--- src/rtl/button_conditioner.sv ---
// Two-button conditioner: synchronize, debounce, then turn presses into single-cycle
// count pulses with optional auto-repeat. Simultaneous presses lock out until both release.
module button_conditioner #(
  parameter int DEBOUNCE_CYCLES = 1250000,
  parameter int REPEAT_DELAY    = 62500000,
  parameter int REPEAT_RATE     = 12500000,
  parameter bit REPEAT_EN       = 1'b1
) (
  input  logic CLOCK,
  input  logic RESET,
  input  logic BTN0_UP,
  input  logic BTN1_DOWN,
  output logic UP_LEVEL,
  output logic DOWN_LEVEL,
  output logic UP_PULSE,
  output logic DOWN_PULSE
);

  localparam int DB_W    = $clog2(DEBOUNCE_CYCLES);
  localparam int TMR_MAX = (REPEAT_DELAY > REPEAT_RATE) ? REPEAT_DELAY : REPEAT_RATE;
  localparam int TMR_W   = $clog2(TMR_MAX);

  localparam logic [DB_W-1:0]  DB_LAST    = DB_W'(DEBOUNCE_CYCLES - 1);
  localparam logic [TMR_W-1:0] DELAY_LAST = TMR_W'(REPEAT_DELAY - 1);
  localparam logic [TMR_W-1:0] RATE_LAST  = TMR_W'(REPEAT_RATE - 1);

  localparam logic DIR_UP   = 1'b0;
  localparam logic DIR_DOWN = 1'b1;

  // state  | meaning
  // IDLE   | no button accepted, waiting for a clean single press
  // DELAY  | first pulse sent, counting towards first auto-repeat
  // REPEAT | auto-repeating every REPEAT_RATE cycles
  // LOCK   | both buttons involved, silent until both are released
  typedef enum logic [1:0] {IDLE, DELAY, REPEAT, LOCK} state_t;

  logic [1:0]      raw;
  logic [1:0]      sync1;
  logic [1:0]      sync2;
  logic [1:0]      level;
  logic [1:0]      level_d;
  logic [1:0]      rise;
  logic [DB_W-1:0] db_cnt [2];

  state_t          state;
  state_t          state_nxt;
  logic            dir;
  logic            dir_nxt;
  logic [TMR_W-1:0] timer;
  logic [TMR_W-1:0] timer_nxt;
  logic            fire;
  logic            dir_level;
  logic            opp_level;

  assign raw = {BTN1_DOWN, BTN0_UP};

  always_ff @(posedge CLOCK or posedge RESET) begin
    if (RESET) begin
      sync1   <= '0;
      sync2   <= '0;
      level   <= '0;
      level_d <= '0;
      db_cnt  <= '{default: '0};
    end else begin
      sync1   <= raw;
      sync2   <= sync1;
      level_d <= level;
      for (int i = 0; i < 2; i++) begin
        if (sync2[i] != level[i]) begin
          if (db_cnt[i] == DB_LAST) begin
            level[i]  <= ~level[i];
            db_cnt[i] <= '0;
          end else begin
            db_cnt[i] <= db_cnt[i] + 1'b1;
          end
        end else begin
          db_cnt[i] <= '0;
        end
      end
    end
  end

  // Edge detect on the registered level, so the pulse lands one cycle after the level.
  assign rise      = level & ~level_d;
  assign dir_level = (dir == DIR_DOWN) ? level[1] : level[0];
  assign opp_level = (dir == DIR_DOWN) ? level[0] : level[1];

  always_comb begin
    state_nxt = state;
    dir_nxt   = dir;
    timer_nxt = timer;
    fire      = 1'b0;
    case (state)
      IDLE: begin
        if (rise[0] && rise[1]) begin
          state_nxt = LOCK;
        end else if (rise[0]) begin
          if (level[1]) begin
            state_nxt = LOCK;
          end else begin
            fire      = 1'b1;
            dir_nxt   = DIR_UP;
            timer_nxt = '0;
            state_nxt = DELAY;
          end
        end else if (rise[1]) begin
          if (level[0]) begin
            state_nxt = LOCK;
          end else begin
            fire      = 1'b1;
            dir_nxt   = DIR_DOWN;
            timer_nxt = '0;
            state_nxt = DELAY;
          end
        end
      end
      DELAY: begin
        if (!dir_level) begin
          timer_nxt = '0;
          state_nxt = IDLE;
        end else if (opp_level) begin
          timer_nxt = '0;
          state_nxt = LOCK;
        end else if (timer == DELAY_LAST) begin
          // Without auto-repeat the timer parks at its terminal value until release.
          if (REPEAT_EN) begin
            fire      = 1'b1;
            timer_nxt = '0;
            state_nxt = REPEAT;
          end
        end else begin
          timer_nxt = timer + 1'b1;
        end
      end
      REPEAT: begin
        if (!dir_level) begin
          timer_nxt = '0;
          state_nxt = IDLE;
        end else if (opp_level) begin
          timer_nxt = '0;
          state_nxt = LOCK;
        end else if (timer == RATE_LAST) begin
          fire      = 1'b1;
          timer_nxt = '0;
        end else begin
          timer_nxt = timer + 1'b1;
        end
      end
      LOCK: begin
        if (level == 2'b00) state_nxt = IDLE;
      end
      default: begin
        state_nxt = IDLE;
        timer_nxt = '0;
      end
    endcase
  end

  always_ff @(posedge CLOCK or posedge RESET) begin
    if (RESET) begin
      state      <= IDLE;
      dir        <= DIR_UP;
      timer      <= '0;
      UP_PULSE   <= 1'b0;
      DOWN_PULSE <= 1'b0;
    end else begin
      state      <= state_nxt;
      dir        <= dir_nxt;
      timer      <= timer_nxt;
      UP_PULSE   <= fire && (dir_nxt == DIR_UP);
      DOWN_PULSE <= fire && (dir_nxt == DIR_DOWN);
    end
  end

  assign UP_LEVEL   = level[0];
  assign DOWN_LEVEL = level[1];

endmodule
--- config.mk ---
export PLATFORM = sky130hd
export DESIGN_NAME = button_conditioner
export DESIGN_NICKNAME = d
export VERILOG_FILES = /design/src/rtl/button_conditioner.sv
export SDC_FILE = /design/constraint.sdc
export NUM_CORES = 1
export LEC_CHECK = 0
export BUFFER_PORTS_ARGS = -buffer_cell sky130_fd_sc_hd__buf_4
export CORE_MARGIN = 4
export CORE_UTILIZATION = 43
export CTS_CLUSTER_DIAMETER = 50
export DETAILED_ROUTE_END_ITERATION = 10
export PLACE_DENSITY = 0.62
export SYNTH_ARGS = -nofsm -noshare
export SYNTH_HDL_FRONTEND = slang
export SYNTH_SLANG_ARGS = --single-unit
export TNS_END_PERCENT = 100
--- constraint.sdc ---
create_clock -name CLOCK -period 3.8 [get_ports CLOCK]
set_clock_uncertainty 0.2 [all_clocks]
set_input_delay 0.76 -clock CLOCK [delete_from_list [all_inputs] [get_ports CLOCK]]
set_output_delay 0.76 -clock CLOCK [all_outputs]
set_load 0.005 [all_outputs]
**Word-level counts from Yosys, hierarchy flattened**

Cells that the tools add are included.
W data, S select, Z words.

- Output and inout port bits: 4
- Register bits: 81

- Add/sub/neg operators: 3
- Bitwise operators: 5
- Equal/unequal tests: 17
- Muxes and demuxes: 48
- Reduce and logical (&&, ||, !) cells: 10

Operator list:

| cell | number |
|---|---|
| $mux W26 | 11 |
| $mux W21 | 4 |
| $pmux W26 S3 | 1 |
| $add A21 B1 Y21 const B | 2 |
| $eq A21 B21 Y1 const B | 2 |
| $add A26 B1 Y26 const B | 1 |
| $eq A26 B24 Y1 const B | 1 |
| $eq A26 B26 Y1 const B | 1 |
| $mux W2 | 11 |
| $mux W1 | 19 |
| $ne A3 B3 Y1 const B | 4 |
| $ne A4 B4 Y1 const B | 2 |
| $pmux W2 S4 | 1 |
| $reduce_and A5 Y1 | 1 |
| $eq A2 B2 Y1 const B | 2 |
| $logic_not A2 Y1 | 2 |
| $ne A2 B2 Y1 const B | 2 |
| $reduce_and A2 Y1 | 2 |
| $reduce_and A4 Y1 | 1 |
| $logic_and A1 B1 Y1 | 3 |
| $not A1 Y1 | 3 |
| $pmux W1 S3 | 1 |
| $reduce_bool A3 Y1 | 1 |
| $and A2 B2 Y2 | 1 |
| other kinds (3) | 4 |

**Logic depth before layout (Yosys ltp)**

- Depth in word-level cells: 8
- Gate-level depth with buffers: 8

**Worst setup path after synthesis**

OpenSTA, ideal clock, no wires.

- Path kind: flip-flop to flip-flop
- Start point: register timer[14]
- End point: register state[1]
- Path buffers: 1
- Required time: 3.521 ns
- Cell stages (with the launch flop): 7
- Arrival: 1.908 ns
- Clock period less this slack: 2.187 ns
- Slack: 1.613 ns
- Path through: dfrtp_1 > or4b_4 > nor3_4 > a31oi_2 > buf_6 > a211oi_4 > mux2i_1

- Word-level cells in the longest chain between the ends: 3

Ends and longest elaborated chain:

| what | RTL line | text |
|---|---|---|
| start: declaration | 49 | `logic [TMR_W-1:0] timer;` |
| start signal: assignment | 169 | `timer <= timer_nxt;` |
| $eq A26 B26 Y1 | 124 | `end else if (timer == DELAY_LAST) begin` |
| $ne A4 B4 Y1 (no line) | -- |  |
| $reduce_and A4 Y1 (no line) | -- |  |
| end signal: assignment | 167 | `state <= state_nxt;` |
| end: declaration | 45 | `state_t state;` |

Every way passes these cells.
A chain may end at the register's enable or synchronous reset.

**Final worst setup path**

- Start point: register timer[8]
- End point: register timer[8]

- Word-level cells in the longest chain between the ends: 5
- Elaborated cells on any way between the ends: 10
- Classes of those cells: add/sub (1); eq/ne (2); mux (7)

Ends and longest elaborated chain:

| what | RTL line | text |
|---|---|---|
| $add A26 B1 Y26 (tied with other cells) | 132, 146 |  |
| $mux W26 (on tied branches) | 142, 124 |  |
| $mux W26 (on tied branches) | 139, 121 |  |
| $mux W26 (on tied branches) | 136, 118 |  |
| $pmux W26 S3 (*) | 93 | `case (state)` |

Mark *: on every way between the ends. The rest lies on a longest branch, timed or not.

==> results.sh <==
export IMPL_grt_busiest_layer="met2"
export IMPL_final_cell_mix="dfrtp_1, nor2_1, nand2_1, xnor2_1, xor2_1"
export IMPL_finish_utilization_pct=47.9
export IMPL_vias=3336
export IMPL_nets=473
export IMPL_p_leak_nw=1.87
export IMPL_syn_avg_cell_area_um2=9.54
export IMPL_n_fill_cell=961
export IMPL_slowest_delay_ps=640
export IMPL_cts_tree="yes"
export IMPL_arrival_ps=2760
export IMPL_async_flop_share_pct=100
export IMPL_worst_path_max_fanout=24
export IMPL_gp_congestion=0.837
export IMPL_grt_ovfl_total=0
export IMPL_report_final_hold_viol_count=0
export IMPL_synth_seq_cells=81
export IMPL_path_cells="or4b_4, nor3_4, a31oi_2, o21ai_4, o211ai_1"
export IMPL_yosysTopAreaCell="dfrtp_1"
export IMPL_fmax_mhz=365
export IMPL_synth_fp_nets=468
export IMPL_grt_pass1_wl_um=15500
export IMPL_post_cts_buffers=0
export IMPL_max_slew_margin_rel_pct=42.3
export IMPL_core_um2=9820
export IMPL_cts_max_level=3
export IMPL_grtUsageTotal_pct=16.6
export IMPL_min_period_ps=2740
export IMPL_multiInputGateArea_um2=2180
export IMPL_ys_seq_area_share_pct=46.6
export IMPL_drtIter0Drc=165
export IMPL_grtUsageMet2_pct=27.3
export IMPL_drc=0
export IMPL_grt_start_max_net_pins=39
export IMPL_dpl_hpwl_um=6070
export IMPL_setup_viol=0
export IMPL_dieHeight_um=109
export IMPL_hold_path_class="reg -> reg"
export IMPL_row_count=36
export IMPL_cts_made_buffers=9
export IMPL_drive_gt1_share_pct=8.37
export IMPL_clkLatencyLatePin_ps=360
export IMPL_finalCritPeriodShare_pct=72.2
export IMPL_cp_start_kind="register"
export IMPL_grt_use_met3_pct=3.22
export IMPL_die_area_um2=11800
export IMPL_drtAntennaViolNets=0
export IMPL_drt_vias_per_instance=5.57
export IMPL_die_x_um=109
export IMPL_synth_top_area_share_pct=46.6
export IMPL_grtUsageMet1_pct=21.2
export IMPL_first_pass_iters=4
export IMPL_worstSetupEndpointType="register"
export IMPL_rsz0062_at_grt="no"
export IMPL_critPathTopFamily="compound AO/OA/AOI/OAI gates"
export IMPL_cap_violations=0
export IMPL_clk_pin_slew_ps=80
export IMPL_ys_top_cells_by_area="dfrtp_1, xnor2_1, nor2_1, xor2_1, nand2_1"
export IMPL_max_vdd_ir_drop_uv=182
export IMPL_antennaDiodeCount=0
export IMPL_yosysWarningCount=0
export IMPL_holdWs_ps=159
export IMPL_mostFrequentLayoutCell="dfrtp_1"
export IMPL_synth_cells=456
export IMPL_cp_slowest_cell="o21ai_4"
export IMPL_required_ps=3810
export IMPL_synth_distinct_cells=56
export IMPL_ios=8
export IMPL_drv_slew=0
export IMPL_syn_area_um2=4350
export IMPL_grt_pass1_vias=3264
export IMPL_wirelength_um=8920
export IMPL_areaGrowthSynthToFinish_pct=8.11
export IMPL_antenna_found_initial=0
export IMPL_cts_sinks=81
export IMPL_synth_edf_count=0
export IMPL_clk_root_buffer_cell="clkbuf_8"
export IMPL_port_buffers=7
export IMPL_ctsHoldBuffers=0
export IMPL_synthFlopType="dfrtp_1"
export IMPL_crit_buf_inv=0
export IMPL_cts_resized=0
export IMPL_seq_area_um2=2030
export IMPL_fin_tns_setup_ps=0
export IMPL_clockBufferDepth=2
export IMPL_crit_type="reg -> reg"
export IMPL_start_util_pct=44.3
export IMPL_power_density_nw_per_um2=323
export IMPL_tightest_slew_ps=859
export IMPL_avgRoutedWirePerCell_um=14.9
export IMPL_status="finished, final reports clean"
cell usage after synthesis (2+ instances only):
library cell	count
nor2b_1	2
nor4_1	12
dfrtp_1	81
nand3_1	23
or3b_1	2
nand2b_1	3
and3_1	6
nor2_1	60
nand4b_1	2
xnor2_1	29
o21ai_0	8
nand2_1	39
o221ai_1	2
and2_1	2
a31oi_2	2
buf_2	4
buf_4	2
or3_1	2
inv_1	18
nand4_1	23
a21oi_1	19
or4_1	5
nor3_1	14
o211ai_1	8
o2111ai_1	4
a22oi_1	4
a22o_1	2
clkbuf_1	9
ha_1	8
nor4b_1	4
nor3b_1	2
xor2_1	25
or2_2	2
o21ai_1	2
and4_1	5
path summary, 6_finish.rpt:
path,from,to,slack [ps],cells after the start
setup / recovery,timer[8]$_DFFE_PP0P_,timer[8]$_DFFE_PP0P_,1060,5
hold / removal,sync1[1]$_DFF_PP0_,sync2[1]$_DFF_PP0_,160,0
setup reg to reg,timer[8]$_DFFE_PP0P_,timer[8]$_DFFE_PP0P_,1060,5
hold reg to reg,sync1[1]$_DFF_PP0_,sync2[1]$_DFF_PP0_,160,0
max in group asynchronous,RESET,timer[7]$_DFFE_PP0P_,2360,3
min in group asynchronous,RESET,sync1[0]$_DFF_PP0_,280,2
flip-flops by register name, summed over array words and instances, names as in the netlist, 2 cells and up:
register,flops
state,2
timer,26
level_d,2
sync2,2
db_cnt,42
sync1,2
level,2
routing by layer:
metal,vias up,routed length (um),share of wire (%)
met5,-,0,0
li1,1635,-,-
met4,0,121,1.4
met3,10,260,2.9
met2,44,4410,49
met1,1647,4140,46
logic make-up after synthesis:
family          after synthesis  share of synthesized area (%)
compound gates               63                           10.6
fa+ha+maj                     8                           2.30
flops                        81                           46.6
mux                           2                          0.489
xor+xnor                     54                           10.9
buf+inv                      34                           3.39
simple gates                214                           25.8
power by group:
part / leakage [nW] / internal [mW] / total [mW] / switching [mW]
combinational: 0.666 / 0.00873 / 0.0374 / 0.0286
clock: 0.0842 / 0.275 / 0.607 / 0.332
sequential: 1.12 / 0.868 / 0.874 / 0.00546
total: 1.87 / 1.15 / 1.52 / 0.366
area by class of cell:
cell class / count / share of cell area, %
repair buffers: 10 / 1.60
clock inverters: 5 / 0.825
well taps: 133 / 3.54
clock buffers: 11 / 3.22
multi-input cells: 341 / 46.3
inverters: 18 / 1.46
flip-flops and latches: 81 / 43.1
stage by stage:
| step | instances | setup slack (ps) | instance area, um2 | power [mW] |
|---|---|---|---|---|
| floorplan | 456 | 760 | 4350 | 0.917 |
| global placement | 583 | 1130 | 4510 | 0.929 |
| detailed placement | 583 | 1060 | 4510 | 0.930 |
| CTS | 599 | 1040 | 4700 | 1.55 |
| global route | 599 | 910 | 4700 | 1.58 |
| finish | 599 | 1060 | 4700 | 1.52 |
worst reg2reg max path: stages (launching register included):
cell and delay [ps]:
dfrtp_1 440, or4b_4 550, nor3_4 230, a31oi_2 320
o21ai_4 640, o211ai_1 210
Power figures use the tool's default switching activity.
